--- src/rtl/regfile_write_arbiter.sv ---
`default_nettype none
// ============================================================================
// Module   : regfile_write_arbiter
// Brief    : Shares the single register-file write port between two
//            write-back requesters (A = ALU, B = load). Each requester owns a
//            2-entry FIFO; a round-robin arbiter drains one write per cycle
//            into a registered one-hot load-enable vector and write-data bus.
//            Writes to r0 are consumed without asserting any load enable.
// Revision : 1.0 - initial release
// ============================================================================
module regfile_write_arbiter #(
    parameter int DATA_W   = 32,
    parameter int ADDR_W   = 5,
    parameter int NUM_REGS = 32,
    parameter int DEPTH    = 2
) (
    input  logic                Clk,
    input  logic                Clr,
    input  logic                a_valid,
    output logic                a_ready,
    input  logic [ADDR_W-1:0]   a_addr,
    input  logic [DATA_W-1:0]   a_data,
    input  logic                b_valid,
    output logic                b_ready,
    input  logic [ADDR_W-1:0]   b_addr,
    input  logic [DATA_W-1:0]   b_data,
    output logic [NUM_REGS-1:0] LE,
    output logic [DATA_W-1:0]   WD,
    output logic                wr_src,
    output logic                busy
);

    // FIFO occupancy limit; the counters are 2 bits wide and cover 0..2.
    localparam logic [1:0] c_full = 2'(DEPTH);

    // Index 0 is requester A, index 1 is requester B.
    logic [1:0]        w_valid;
    logic [1:0]        w_ready;
    logic [1:0]        w_push;
    logic [1:0]        w_pop;
    logic [1:0]        w_nonempty;
    logic [ADDR_W-1:0] w_in_addr   [0:1];
    logic [DATA_W-1:0] w_in_data   [0:1];
    logic [ADDR_W-1:0] w_head_addr [0:1];
    logic [DATA_W-1:0] w_head_data [0:1];

    logic              w_grant_a;
    logic              w_grant_b;
    logic [ADDR_W-1:0] w_sel_addr;
    logic [DATA_W-1:0] w_sel_data;
    logic [NUM_REGS-1:0] w_le_next;

    logic                r_rr;     // 0: A preferred next, 1: B preferred next
    logic [NUM_REGS-1:0] r_le;
    logic [DATA_W-1:0]   r_wd;
    logic                r_src;

    assign w_valid      = {b_valid, a_valid};
    assign w_in_addr[0] = a_addr;
    assign w_in_addr[1] = b_addr;
    assign w_in_data[0] = a_data;
    assign w_in_data[1] = b_data;

    assign a_ready = w_ready[0];
    assign b_ready = w_ready[1];

    // ------------------------------------------------------------------------
    // Per-requester 2-entry FIFOs. Ready depends only on the stored count, so
    // a full FIFO refuses a push even when it pops on the same edge, and a new
    // entry always spends one edge in storage before it can be granted.
    // ------------------------------------------------------------------------
    for (genvar s = 0; s < 2; s++) begin : g_fifo
        logic [1:0]        r_cnt;
        logic              r_wptr;
        logic              r_rptr;
        logic [ADDR_W-1:0] r_addr_mem [0:1];
        logic [DATA_W-1:0] r_data_mem [0:1];

        assign w_ready[s]     = Clr & (r_cnt < c_full);
        assign w_push[s]      = w_valid[s] & w_ready[s];
        assign w_nonempty[s]  = (r_cnt != 2'd0);
        assign w_head_addr[s] = r_addr_mem[r_rptr];
        assign w_head_data[s] = r_data_mem[r_rptr];

        // Entry storage; contents are meaningless while the count is zero.
        always_ff @(posedge Clk) begin
            if (w_push[s]) begin
                r_addr_mem[r_wptr] <= w_in_addr[s];
                r_data_mem[r_wptr] <= w_in_data[s];
            end
        end

        // Pointers and occupancy; push and pop together leave the count alone.
        always_ff @(posedge Clk or negedge Clr) begin
            if (!Clr) begin
                r_cnt  <= 2'd0;
                r_wptr <= 1'b0;
                r_rptr <= 1'b0;
            end else begin
                if (w_push[s]) begin
                    r_wptr <= ~r_wptr;
                end
                if (w_pop[s]) begin
                    r_rptr <= ~r_rptr;
                end
                case ({w_push[s], w_pop[s]})
                    2'b10:   r_cnt <= r_cnt + 2'd1;
                    2'b01:   r_cnt <= r_cnt - 2'd1;
                    default: r_cnt <= r_cnt;
                endcase
            end
        end
    end

    // Round-robin grant over heads that were already stored before this edge.
    always_comb begin
        w_grant_a  = w_nonempty[0] & (~w_nonempty[1] | ~r_rr);
        w_grant_b  = w_nonempty[1] & (~w_nonempty[0] |  r_rr);
        w_pop      = {w_grant_b, w_grant_a};
        w_sel_addr = w_grant_b ? w_head_addr[1] : w_head_addr[0];
        w_sel_data = w_grant_b ? w_head_data[1] : w_head_data[0];
        w_le_next  = '0;
        if (w_sel_addr != '0) begin
            w_le_next = {{(NUM_REGS-1){1'b0}}, 1'b1} << w_sel_addr;
        end
    end

    // Registered write port: LE pulses for one cycle per grant (never for r0),
    // WD/wr_src hold their last value while idle, and rr flips after any grant.
    always_ff @(posedge Clk or negedge Clr) begin
        if (!Clr) begin
            r_rr  <= 1'b0;
            r_le  <= '0;
            r_wd  <= '0;
            r_src <= 1'b0;
        end else if (w_grant_a | w_grant_b) begin
            r_rr  <= w_grant_a;
            r_le  <= w_le_next;
            r_wd  <= w_sel_data;
            r_src <= w_grant_b;
        end else begin
            r_le  <= '0;
        end
    end

    assign LE     = r_le;
    assign WD     = r_wd;
    assign wr_src = r_src;
    assign busy   = (|w_nonempty) | (|r_le);

endmodule
`default_nettype wire

--- config.mk ---
export PLATFORM = sky130hd
export DESIGN_NAME = regfile_write_arbiter
export DESIGN_NICKNAME = d
export VERILOG_FILES = /design/src/rtl/regfile_write_arbiter.sv
export SDC_FILE = /design/constraint.sdc
export NUM_CORES = 1
export LEC_CHECK = 0
export CORE_MARGIN = 2
export CORE_UTILIZATION = 57
export CTS_CLUSTER_SIZE = 8
export DETAILED_ROUTE_END_ITERATION = 6
export PLACE_DENSITY = 0.81
export SYNTH_ARGS = -nofsm -noshare
export SYNTH_HDL_FRONTEND = slang
export SYNTH_SLANG_ARGS = --single-unit
export TNS_END_PERCENT = 5
--- constraint.sdc ---
create_clock -name Clk -period 5.03 [get_ports Clk]
set_input_delay 0.7545 -clock Clk [delete_from_list [all_inputs] [get_ports Clk]]
set_output_delay 0.7545 -clock Clk [all_outputs]
set_load 0.02 [all_outputs]
==> impl_metrics.yaml <==
status:
  status: "finished, final reports clean"
synth:
  syn-cell-area_um2: 8807
  synthArstFlopShare_pct: 33.33
  ys_ff_latch: 222
  syn-num-nets: 671
  synth.most_common_cell: "edfxtp_1"
  synth_top_area_cell: "edfxtp_1"
  syn_inst: 591
  ys_seq_area_share_pct: 71.49
  syn_avg_cell_area_um2: 14.90
  ys_types: 57
  synthTopCellsByArea: "edfxtp_1 50%, dfrtp_1 21%, mux2_2 4.5%"
  synth-edff-count: 148
  synth_top_cell_area_share_pct: 50.46
  yosysWarnings: 0
  ys_top_cells_by_count: "148 x edfxtp_1, 74 x dfrtp_1, 45 x nor2_1, 38 x mux2i_1, 35 x mux2_2"
  synthFlopType: "edfxtp_1"
sta:
  clock.fmax_mhz: 293.1
  maxSlewHeadroom_pct: 19.29
  hold_viol: 0
  tightest_slew_ns: 1.208
  fin_setup_tns_ns: 0
  skew_ns: 0.01114
  timing.final.max_slew_violations: 0
  grt_setup_unrepaired: "false"
  worst_slack_ns: 1.618
  fin_crit_ns: 3.412
  final.period_utilization_pct: 67.84
  setup_viol: 0
final_layout:
  multi_input_comb_area_um2: 2347
  fillers: 956
  area_growth_pct: 27.86
  n_antenna_cell: 0
  stdcell_area_um2: 11260
  drive_above_1_share_pct: 11.91
  fin_nets: 822
  final_util_pct: 74.35
  regArea_um2: 6299
clocking:
  clock_path_buffers: 3
  holdBufCountCts: 0
  cts-buffers-inserted: 31
  postCtsSetupBuffers: 0
  cts_sinks: 222
  clkTransAtPathRegs_ns: 0.05
  clk_latency_ns: 0.55
  root_buffer: "clkbuf_16"
  cts_tree: "yes"
  htreeDepth: 1
  ctsResizeCount: 0
die:
  io_pins: 146
  initial_utilization_pct: 58.15
  die_area_um2: 16460
  core-area_um2: 15150
  die_w_um: 128.3
  dieHeight_um: 128.3
  rows: 45
routing:
  vias: 5739
  first_iter_violations: 418
  ant_nets: 0
  wl_per_cell_um: 20.72
  drc: 0
  viasPerCell: 6.028
  firstDrtPassIters: 6
  routed_wirelength_um: 19720
setup_path:
  critPathKind: "flip-flop to output port"
  crit_path_max_fanout: 31
  reg2reg_slack_ns: 2.49
  cp_data_arrival_time_ns: 2.66
  rr_worst_depth: 3
  cp.required_ns: 4.28
  critPathLaunchType: "flip-flop"
  worst_setup_path_end_kind: "output port"
hold_path:
  hold_path_class: "primary input to asynchronous set/reset pin"
grt:
  overflow: 0
  grt_pass1_vias: 5961
  track_usage_pct: 24.08
  grt_pass1_wl_um: 30440
  grt_max_degree: 51
  grt_antenna_before_repair: 0
power:
  leakagePower_nw: 4.126
  peakVddDrop_mv: 0.3394
  powerDensity_nw_per_um2: 624.7
run:
  cap_violations: 0
placed_design:
  routabilityCongestion: 0.8638
  dpl_worst_slack_ns: 2.026
  hpwl_um: 12380
  io_buffers: 145
  placed_area_um2: 10380
## state kept, by name (all words and copies together), names as in the netlist
signal and cells:
g_fifo.r_cnt 4, r_rr 1, wr_src 1, g_fifo.r_wptr 2, WD 32, g_fifo.r_addr_mem 20
g_fifo.r_rptr 2, LE 32, g_fifo.r_data_mem 128
## cell families (layout without fill, tap and decap cells)
| logic type | count (synthesis) | count (layout) | synth area share, % |
|---|---|---|---|
| DFF | 222 | 222 | 71.49 |
| buffers and inverters | 35 | 208 | 2.202 |
| and+or+nand+nor | 124 | 124 | 7.146 |
| adders and majority gates | 2 | 2 | 0.2841 |
| xor gates and xnor gates | 10 | 10 | 0.9945 |
| AOI/OAI and AO/OA | 123 | 123 | 8.879 |
| muxes | 74 | 74 | 8.964 |
| other | 1 | 1 | 0.04258 |
## layer usage
metal / GRT usage (%) / wire length (um) / up-vias
li1: - / - / 2567
met1: 30.04 / 7756 / 2824
met2: 41.99 / 10100 / 290
met3: 4.090 / 1234 / 58
met4: 10.21 / 637 / 0
met5: 0 / 0 / -
## stage by stage
stage | cells | hold slack (ns) | power, mW
after floorplan | 591 | 0.4589 | 4.290
after global placement | 897 | 0.4949 | 5.033
after detailed placement | 897 | 0.5102 | 5.155
after CTS | 952 | 0.1834 | 7.054
after global routing | 952 | 0.2022 | 7.376
final | 952 | 0.1773 | 7.034
## report_power, final
group          switching [mW]  internal (mW)
Sequential              0.308           2.34
Combinational            1.46           1.05
Clock                   0.729           1.15
Total                    2.50           4.54
## cells in the final DEF, fill, tap and decap left out, types with 2 or more instances in the layout
cell type	synthesis	layout
xnor2_1	7	7
nor3_1	32	32
nor2b_1	7	7
dfrtp_1	74	72
o31ai_1	2	2
o211ai_1	3	3
xor2_1	3	3
nor2_1	45	43
nor4_1	11	11
nand2_1	9	9
and3_2	0	2
inv_1	2	2
clkdlybuf4s50_1	0	144
o21ai_1	5	5
nand4_1	3	3
a31oi_1	3	3
clkbuf_16	0	31
o21ai_0	28	28
a22oi_1	30	30
mux2_2	35	35
mux2i_1	38	38
a211oi_1	7	7
clkbuf_1	4	23
buf_4	3	6
edfxtp_1	148	148
ha_1	2	2
nor2_4	0	3
a21oi_1	33	33
dfrtp_2	0	2
o32ai_1	2	2
## worst max-delay path: stages, from the launching register on
cell	delay, ns
dfrtp_1	0.47
or2_2	0.59
nor2_1	0.18
buf_4	0.21
nand4_1	0.09
clkdlybuf4s50_1	0.55
## layout make-up
class | count | share of cell area [%]
multi-input combinational | 334 | 20.84
inverter | 3 | 0.1000
tap | 188 | 2.089
sequential | 222 | 55.93
clock inverter | 1 | 0.1778
timing repair buffer | 150 | 13.20
clock buffer | 54 | 7.656
## worst paths after layout
kind / end / start
max: busy / g_fifo[0].r_cnt[1]
min: LE[29] / Clr
max reg2reg: LE[7] / g_fifo[0].r_rptr
min reg2reg: WD[28] / WD[28]
max in group asynchronous: g_fifo[0].r_rptr / Clr
min in group Clk: WD[28] / WD[28]
No activity file was read; power rests on OpenSTA's default activity.
